$ cat src/rtl/seq_alu_pkg.sv
// Shared definitions for seq_alu: one-hot opcodes, FSM state encoding and a popcount helper.
package seq_alu_pkg;

    localparam logic [5:0] OP_ADD  = 6'b000001;
    localparam logic [5:0] OP_SUB  = 6'b000010;
    localparam logic [5:0] OP_MUL  = 6'b000100;
    localparam logic [5:0] OP_ONES = 6'b001000;
    localparam logic [5:0] OP_XOR  = 6'b010000;
    localparam logic [5:0] OP_MAX  = 6'b100000;

    typedef enum logic [1:0] {
        IDLE = 2'd0,
        EXEC = 2'd1,
        DONE = 2'd2
    } state_t;

    // Counts set bits of a 64-bit vector; callers zero-extend narrower operands.
    function automatic logic [6:0] popcount(input logic [63:0] v);
        logic [6:0] n;
        n = 7'd0;
        for (int i = 0; i < 64; i++) begin
            n = n + {6'd0, v[i]};
        end
        return n;
    endfunction

endpackage

$ cat src/rtl/seq_alu_mul.sv
// Iterative shift-add multiplier: loads on start, consumes one multiplier bit per cycle for WIDTH cycles.
module seq_alu_mul
    import seq_alu_pkg::*;
#(
    parameter int WIDTH = 5
) (
    input  logic                 clk,
    input  logic                 reset,
    input  logic                 start,
    input  logic [WIDTH-1:0]     a,
    input  logic [WIDTH-1:0]     b,
    output logic                 done,
    output logic [2*WIDTH-1:0]   product
);

    localparam int CNT_W = $clog2(WIDTH + 1);

    logic [2*WIDTH-1:0] mcand_r;
    logic [2*WIDTH-1:0] acc_r;
    logic [WIDTH-1:0]   mplier_r;
    logic [CNT_W-1:0]   cnt_r;
    logic [2*WIDTH-1:0] addend_s;

    // product is the accumulator after the current step, so the final value is usable in the done cycle.
    always_comb begin
        addend_s = mplier_r[0] ? mcand_r : {(2*WIDTH){1'b0}};
        product  = acc_r + addend_s;
        done     = (cnt_r == CNT_W'(1));
    end

    // Load on start, then shift multiplicand left / multiplier right once per cycle.
    always_ff @(posedge clk) begin
        if (reset) begin
            mcand_r  <= {(2*WIDTH){1'b0}};
            acc_r    <= {(2*WIDTH){1'b0}};
            mplier_r <= {WIDTH{1'b0}};
            cnt_r    <= {CNT_W{1'b0}};
        end else if (start) begin
            mcand_r  <= {{WIDTH{1'b0}}, a};
            acc_r    <= {(2*WIDTH){1'b0}};
            mplier_r <= b;
            cnt_r    <= CNT_W'(WIDTH);
        end else if (cnt_r != {CNT_W{1'b0}}) begin
            acc_r    <= product;
            mcand_r  <= {mcand_r[2*WIDTH-2:0], 1'b0};
            mplier_r <= {1'b0, mplier_r[WIDTH-1:1]};
            cnt_r    <= cnt_r - CNT_W'(1);
        end else begin
            acc_r    <= acc_r;
        end
    end

endmodule

$ cat src/rtl/seq_alu.sv
// Clocked one-hot ALU with valid/ready handshakes and an iterative multiplier.
// Optional SEQ_ALU_ERR_EN adds an err output flagging non-one-hot control words.
module seq_alu
    import seq_alu_pkg::*;
#(
    parameter int WIDTH = 5,
    parameter int OUT_W = 32
) (
    input  logic             clk,
    input  logic             reset,
    input  logic             in_valid,
    output logic             in_ready,
    input  logic [WIDTH-1:0] in1,
    input  logic [WIDTH-1:0] in2,
    input  logic [5:0]       control,
    output logic             out_valid,
    input  logic             out_ready,
    output logic [OUT_W-1:0] out,
    output logic             equality,
    output logic             balance
`ifdef SEQ_ALU_ERR_EN
    ,
    output logic             err
`endif
);

    if (OUT_W < 2 * WIDTH) begin : g_bad_out_w
        $error("seq_alu: OUT_W must be at least 2*WIDTH");
    end
    if (WIDTH < 2 || WIDTH > 32) begin : g_bad_width
        $error("seq_alu: WIDTH must lie in 2..32");
    end

    state_t             state_r;
    logic               out_valid_r;
    logic [OUT_W-1:0]   out_r;
    logic               equality_r;
    logic               balance_r;
    logic               eq_pend_r;
`ifdef SEQ_ALU_ERR_EN
    logic               err_r;
`endif

    logic               accept_s;
    logic               is_mul_s;
    logic               mul_done_s;
    logic [2*WIDTH-1:0] mul_product_s;
    logic [WIDTH:0]     sum_s;
    logic [WIDTH:0]     diff_s;
    logic [OUT_W-1:0]   res_s;
    logic               res_err_s;
    logic               res_bal_s;

    // Handshake: a held result frees the input side only when the sink takes it this cycle.
    always_comb begin
        in_ready = (state_r == IDLE) || ((state_r == DONE) && out_ready);
        accept_s = in_valid && in_ready;
        is_mul_s = (control == OP_MUL);
    end

    seq_alu_mul #(.WIDTH(WIDTH)) u_mul (
        .clk     (clk),
        .reset   (reset),
        .start   (accept_s && is_mul_s),
        .a       (in1),
        .b       (in2),
        .done    (mul_done_s),
        .product (mul_product_s)
    );

    // Single-cycle ops; an illegal word either flags err or replays the held result.
    always_comb begin
        sum_s     = {1'b0, in1} + {1'b0, in2};
        diff_s    = {1'b0, in1} - {1'b0, in2};
        res_s     = {OUT_W{1'b0}};
        res_err_s = 1'b0;
        case (control)
            OP_ADD:  res_s = OUT_W'(sum_s);
            OP_SUB:  res_s = {{(OUT_W-WIDTH-1){diff_s[WIDTH]}}, diff_s};
            OP_MUL:  res_s = {OUT_W{1'b0}};
            OP_ONES: res_s = OUT_W'(popcount(64'({in1, in2})));
            OP_XOR:  res_s = OUT_W'(in1 ^ in2);
            OP_MAX:  res_s = (in1 > in2) ? OUT_W'(in1) : OUT_W'(in2);
            default: begin
`ifdef SEQ_ALU_ERR_EN
                res_s     = {OUT_W{1'b0}};
                res_err_s = 1'b1;
`else
                res_s     = out_r;
`endif
            end
        endcase
        res_bal_s = res_err_s ? 1'b0 : ~^res_s;
    end

    // Control FSM and result registers; an accept always takes priority over the state's own move.
    always_ff @(posedge clk) begin
        if (reset) begin
            state_r     <= IDLE;
            out_valid_r <= 1'b0;
            out_r       <= {OUT_W{1'b0}};
            equality_r  <= 1'b0;
            balance_r   <= 1'b0;
            eq_pend_r   <= 1'b0;
`ifdef SEQ_ALU_ERR_EN
            err_r       <= 1'b0;
`endif
        end else if (accept_s) begin
            if (is_mul_s) begin
                state_r     <= EXEC;
                out_valid_r <= 1'b0;
                eq_pend_r   <= (in1 == in2);
            end else begin
                state_r     <= DONE;
                out_valid_r <= 1'b1;
                out_r       <= res_s;
                equality_r  <= (in1 == in2);
                balance_r   <= res_bal_s;
`ifdef SEQ_ALU_ERR_EN
                err_r       <= res_err_s;
`endif
            end
        end else begin
            case (state_r)
                IDLE: begin
                    state_r <= IDLE;
                end
                EXEC: begin
                    if (mul_done_s) begin
                        state_r     <= DONE;
                        out_valid_r <= 1'b1;
                        out_r       <= OUT_W'(mul_product_s);
                        equality_r  <= eq_pend_r;
                        balance_r   <= ~^mul_product_s;
`ifdef SEQ_ALU_ERR_EN
                        err_r       <= 1'b0;
`endif
                    end
                end
                DONE: begin
                    if (out_ready) begin
                        state_r     <= IDLE;
                        out_valid_r <= 1'b0;
                    end
                end
                default: begin
                    state_r     <= IDLE;
                    out_valid_r <= 1'b0;
                end
            endcase
        end
    end

    assign out_valid = out_valid_r;
    assign out       = out_r;
    assign equality  = equality_r;
    assign balance   = balance_r;
`ifdef SEQ_ALU_ERR_EN
    assign err       = err_r;
`endif

endmodule
$ cat config.mk
export PLATFORM = sky130hd
export DESIGN_NAME = seq_alu
export DESIGN_NICKNAME = d
export VERILOG_FILES = /design/src/rtl/seq_alu_pkg.sv /design/src/rtl/seq_alu_mul.sv /design/src/rtl/seq_alu.sv
export SDC_FILE = /design/constraint.sdc
export NUM_CORES = 1
export LEC_CHECK = 0
export BUFFER_PORTS_ARGS = -buffer_cell sky130_fd_sc_hd__buf_2
export CORE_MARGIN = 3
export CORE_UTILIZATION = 63
export CTS_CLUSTER_DIAMETER = 200
export DETAILED_ROUTE_END_ITERATION = 7
export PLACE_DENSITY = 0.95
export SYNTH_ARGS = -nofsm -noshare
export SYNTH_HDL_FRONTEND = slang
export SYNTH_SLANG_ARGS = --single-unit
$ cat constraint.sdc
create_clock -name clk -period 6 [get_ports clk]
set_input_delay 0.3 -clock clk [delete_from_list [all_inputs] [get_ports clk]]
set_output_delay 0.3 -clock clk [all_outputs]
set_load 0.1 [all_outputs]
======== Word-level counts from Yosys, hierarchy flattened ========
Index checks and enable logic that the tools add are counted.
word-level totals
  register bits after elaboration ......... 66
  output and inout port bits .............. 36
operators by class
  reduce and logical (&&, ||, !) cells .... 16
  bitwise logic cells ..................... 1
  magnitude comparators ................... 1
  multiplexer cells ....................... 31
  equality and inequality tests ........... 14
  $add $sub $neg .......................... 13
operator list
  operator                                              count
  case mux 32 bit (6 select lines)                      1
  two-way mux 32 bit                                    4
  XNOR reduction 32 bit                                 1
  two-way mux 5 bit                                     5
  adder 7 x 1 -> 7 bit                                  3
  two-way mux 1 bit                                     12
  adder 10 bit                                          1
  two-way mux 10 bit                                    1
  XNOR reduction 10 bit                                 1
  two-way mux 2 bit                                     4
  adder 6 x 1 -> 7 bit                                  1
  adder 5 x 1 -> 6 bit                                  1
  adder 5 x 5 -> 6 bit                                  1
  equality test 6 x 1 -> 1 bit (second input constant)  1
  equality test 6 x 2 -> 1 bit (second input constant)  1
  equality test 6 x 3 -> 1 bit (second input constant)  1
  equality test 6 x 4 -> 1 bit (second input constant)  1
  equality test 6 x 5 -> 1 bit (second input constant)  1
  equality test 6 bit (second input constant)           1
  two-way mux 3 bit                                     2
  inequality test 3 bit (second input constant)         2
  AND reduction 3 bit                                   2
  nonzero test 2 bit                                    3
  subtractor 5 x 5 -> 6 bit                             1
  20 further kinds                                      24

======== Depth between registers and ports, before layout ========
  depth in word-level cells ............... 13
  gate-level depth with buffers ........... 15

======== Modules after synthesis ========
From an unflattened synthesis, not the netlist that was laid out.
unflattened totals
  cells, all modules ...................... 575
  area total of the unflattened synthesis .. 4515.6 µm²
modules (own cells, without submodules)
  module       seq. area each (µm²)  area each (µm²)  times used  cells an instance
  seq_alu      760.7                 2780.2           1           347
  seq_alu_mul  560.5                 1735.4           1           228

======== Least setup slack after synthesis ========
Ideal clock, no wire load.
  path kind ............................... input-to-reg
  start point ............................. in in1[0]
  end point ............................... reg balance_r (netlist: balance)
  path slack .............................. 2.378 ns
  setup time .............................. 0.119 ns
  data arrival time ....................... 3.503 ns
  stages on the path ...................... 14
  buffers on the path ..................... 0
  cells stage by stage .................... inv_1 > fa_1 > fa_1 > fa_1 > inv_1 > ha_1 > fa_1 > a22oi_1 > o2111ai_1 > o22a_1 > xor2_1 > xnor2_1 > xnor2_1 > a21oi_1
between the ends
  longest elaborated chain between the ends .. 9
RTL lines
  what                                line               text
  from (decl)                         seq_alu.sv:13      input logic [WIDTH-1:0] in1,
  adder 5 x 1 -> 6 bit                seq_alu_pkg.sv:22  n = n + {6'd0, v[i]};
  adder 6 x 1 -> 7 bit                seq_alu_pkg.sv:22
  adder 7 x 1 -> 7 bit (3 in a row)   seq_alu_pkg.sv:22
  case mux 32 bit (6 select lines) *  seq_alu.sv:77      case (control)
  XNOR reduction 32 bit *             seq_alu.sv:93      res_bal_s = res_err_s ? 1'b0 : ~^res_s;
  two-way mux 1 bit *                 seq_alu.sv:109     if (is_mul_s) begin
  two-way mux 1 bit *                 seq_alu.sv:108     end else if (accept_s) begin
  to (signal assigned)                seq_alu.sv:118     balance_r <= res_bal_s;
  to (signal assigned)                seq_alu.sv:134     balance_r <= ~^mul_product_s;
  to (decl)                           seq_alu.sv:38      logic balance_r;
Every way passes the cells marked *; elsewhere a longest branch is shown, timed or not. The select of a mux whose other input is x is not followed.
A chain may end at the register's enable or synchronous reset.

======== Final worst setup path ========
  start point ............................. in in1[1]
  end point ............................... reg balance_r (netlist: balance)
between the ends
  longest elaborated chain between the ends .. 8
RTL lines
  what                                line
  adder 6 x 1 -> 7 bit                seq_alu_pkg.sv:22
  adder 7 x 1 -> 7 bit (3 in a row)   seq_alu_pkg.sv:22
  case mux 32 bit (6 select lines) *  seq_alu.sv:77
  XNOR reduction 32 bit *             seq_alu.sv:93
  two-way mux 1 bit *                 seq_alu.sv:109
  two-way mux 1 bit *                 seq_alu.sv:108
Marks and branches as above.

==> results.json <==
{
  "diodes": 0,
  "core_um2": 6130,
  "yosysMostFrequentCell": "nor2_1",
  "die_h_um": 86.8,
  "grt_pass1_vias": 3762,
  "nets": 608,
  "crit_path_start_kind": "input port",
  "p_clk_share_pct": 26.5,
  "setup_viol": 0,
  "synth_mux_area_share_pct": 1.22,
  "drive_gt1_share_pct": 14.3,
  "period_needed_ns": 3.59,
  "cp_max_fo": 7,
  "synth_top_family_by_area": "compound AO/OA/AOI/OAI gates",
  "rsz0062_at_grt": "false",
  "drc": 0,
  "synthFlopType": "dfxtp_1",
  "syn2layout_area_growth_pct": 11.5,
  "internal_power_uw": 779,
  "clock_skew_ns": 0.00804,
  "fin_crit_sh_pct": 59.9,
  "fin_util_pct": 74.9,
  "fmax_mhz": 278,
  "die_x_um": 86.8,
  "vias": 3835,
  "yosys.area_share.simple_pct": 18.9,
  "grt_pass1_wl_mm": 17.5,
  "root_buffer": "clkbuf_8",
  "cts_max_level": 3,
  "end_kind": "flip-flop",
  "synth_fa_ha_area_share_pct": 11.9,
  "gr-total-overflow": 0,
  "pre_cts_slack_ns": 2.04,
  "std_cell_rows": 28,
  "cts_buffers": 9,
  "drv_slew": 0,
  "routed_via_density": 6.04,
  "place_congestion": 0.918,
  "max_cap_violations": 0,
  "ys_ff_latch": 66,
  "synth_compound_area_share_pct": 19.5,
  "cts_setup_buffers": 0,
  "drt-wirelength-per-cell_um": 16.5,
  "cts_tree": "yes",
  "yosys_warnings": 0,
  "critPathKind": "in -> reg",
  "synth_cell_types": 49,
  "power.switching_uw": 502,
  "drt_first_iter_violations": 286,
  "p_comb_share_pct": 35.5,
  "initial_core_util_pct": 67.1,
  "syn_area_um2": 4120,
  "dpl-instance-area_um2": 4410,
  "p_leak_uw": 0.00196,
  "grt_use_total_pct": 29.4,
  "ant_nets": 0,
  "hpwl_mm": 7.62,
  "yosys.area_share.xor_xnor_pct": 11.6,
  "postCtsHoldBufs": 0,
  "firstDrtPassIters": 4,
  "clockBufferDepth": 2,
  "cts_sinks": 66,
  "grt_antenna_before_repair": 0,
  "portBuffers": 55,
  "worst-endpoint-arrival_ns": 3.84,
  "cellPowerDensity_nw_per_um2": 279,
  "cts.clk_slew.worst_paths_ns": 0.08,
  "synth_common_cells": "nor2_1 (71), dfxtp_1 (66), a21oi_1 (60), nand2_1 (60), xnor2_1 (42)",
  "synthArstFlopShare_pct": 0,
  "synthTopCellsByArea": "dfxtp_1 (32%), xnor2_1 (8.9%), a21oi_1 (7.3%)",
  "ctsResizeCount": 0,
  "sw_frac_of_total_pct": 39.2,
  "synthCells": 512,
  "die-area_um2": 7540,
  "grt_max_degree": 52,
  "setup-tns-final_ns": 0,
  "worst_pin_slew_ns": 0.926,
  "synth-edff-count": 0,
  "yosys.area.top_type": "dfxtp_1",
  "seqPwrFrac_pct": 38.0,
  "fin_area_um2": 4590,
  "worstPathRequired_ns": 6.24,
  "ir_worst_vdd_mv": 0.331,
  "synth_nets": 565,
  "clock_latency_ns": 0.35,
  "ys_seq_area_share_pct": 32.1,
  "finalWirelength_mm": 10.5,
  "final_hold_viol_count": 0,
  "syn_area_per_cell_um2": 8.04,
  "status": "completed",
  "fin_ws_ns": 2.41,
  "io_pins": 56,
  "relSlewSlack_pct": 38.3,
  "hold_path.class": "in -> reg",
  "netlist.area_leader.share_pct": 32.1
}
==> sequential cells by signal (all words and copies together), names as in the netlist, 2 cells and up <==
name and cells:
u_mul.mcand_r 10, u_mul.cnt_r 3, u_mul.acc_r 10, u_mul.mplier_r 5, out 32, state_r 2
==> worst max-delay path, stage by stage <==
cell,delay [ns]
buf_2,0.18
inv_1,0.08
fa_1,0.55
fa_1,0.43
fa_1,0.49
inv_1,0.04
ha_1,0.20
fa_1,0.42
a22oi_1,0.17
o2111ai_1,0.13
o22a_1,0.23
xor2_1,0.17
xnor2_1,0.21
xnor2_1,0.14
a21oi_1,0.08
==> cells by family (layout without fill, tap and decap cells) <==
| group | Yosys count | count (layout) |
|---|---|---|
| and+or+nand+nor | 176 | 176 |
| AOI/OAI and AO/OA | 126 | 126 |
| DFF | 66 | 66 |
| xor gates and xnor gates | 53 | 53 |
| buffers and inverters | 52 | 100 |
| adders and majority gates | 34 | 34 |
| muxes | 5 | 5 |
==> stage by stage <==
stage                     power [uW]  hold WS (ns)  cells
after detailed placement         944         0.450    619
after floorplan                  847         0.432    512
after global placement           928         0.441    619
after global routing            1350         0.256    635
final                           1280         0.272    635
after CTS                       1280         0.245    635
==> power by group through the flow <==
stage	clock network (uW)	registers [uW]	logic, uW
2_1_floorplan	0	540	308
3_3_place_gp	0	494	434
3_5_place_dp	0	496	448
4_1_cts	342	487	451
5_1_grt	366	489	497
6_report	340	487	454
==> final cells by class <==
cell class              count  area (um2)
multi-input cells         394        2600
clock inverters             6        41.3
repair buffers             58         298
fillers                   426        1540
inverters                  26        97.6
clock buffers              10         138
flip-flops and latches     66        1320
well taps                  75        93.8
==> final timing paths <==
| kind | from | endpoint | slack (ns) | cells past startpoint |
|---|---|---|---|---|
| worst max-delay path | in1[1] | balance | 2.41 | 15 |
| worst min-delay path | in1[0] | u_mul.mcand_r[0] | 0.27 | 3 |
| worst min register to register | u_mul.acc_r[3] | u_mul.acc_r[3] | 0.46 | 2 |
| worst max register to register | u_mul.mplier_r[0] | balance | 2.52 | 13 |
==> layout by cell type, fill, tap and decap left out, types with 4 or more instances in the layout <==
cell type  Yosys  routed
clkbuf_8       0      10
o21ai_0       11      11
nor2_1        71      71
xnor2_1       42      42
a22oi_1        5       5
o21bai_1       4       4
dfxtp_1       66      66
a211oi_1       5       5
and3_1         4       4
o211ai_1       5       5
mux2i_1        5       5
buf_2          0      55
fa_1           9       9
a221oi_1       4       4
inv_1         26      26
nand3b_1       5       5
nand2_1       60      60
a311oi_1       9       9
ha_1          24      24
a21oi_1       60      60
nand3_1        7       7
and2_1        11      11
xor2_1        10      10
==> per-layer routing <==
| layer | wire length [um] | part of all wire (%) | track usage, % | up-vias |
|---|---|---|---|---|
| met5 | 0 | 0 | 0 | - |
| met2 | 5060 | 48 | 47.3 | 141 |
| met1 | 4420 | 42 | 36.6 | 1828 |
| li1 | - | - | - | 1839 |
| met3 | 643 | 6.1 | 7.13 | 27 |
| met4 | 345 | 3.3 | 15.0 | 0 |
Power figures use the tool's default switching activity.
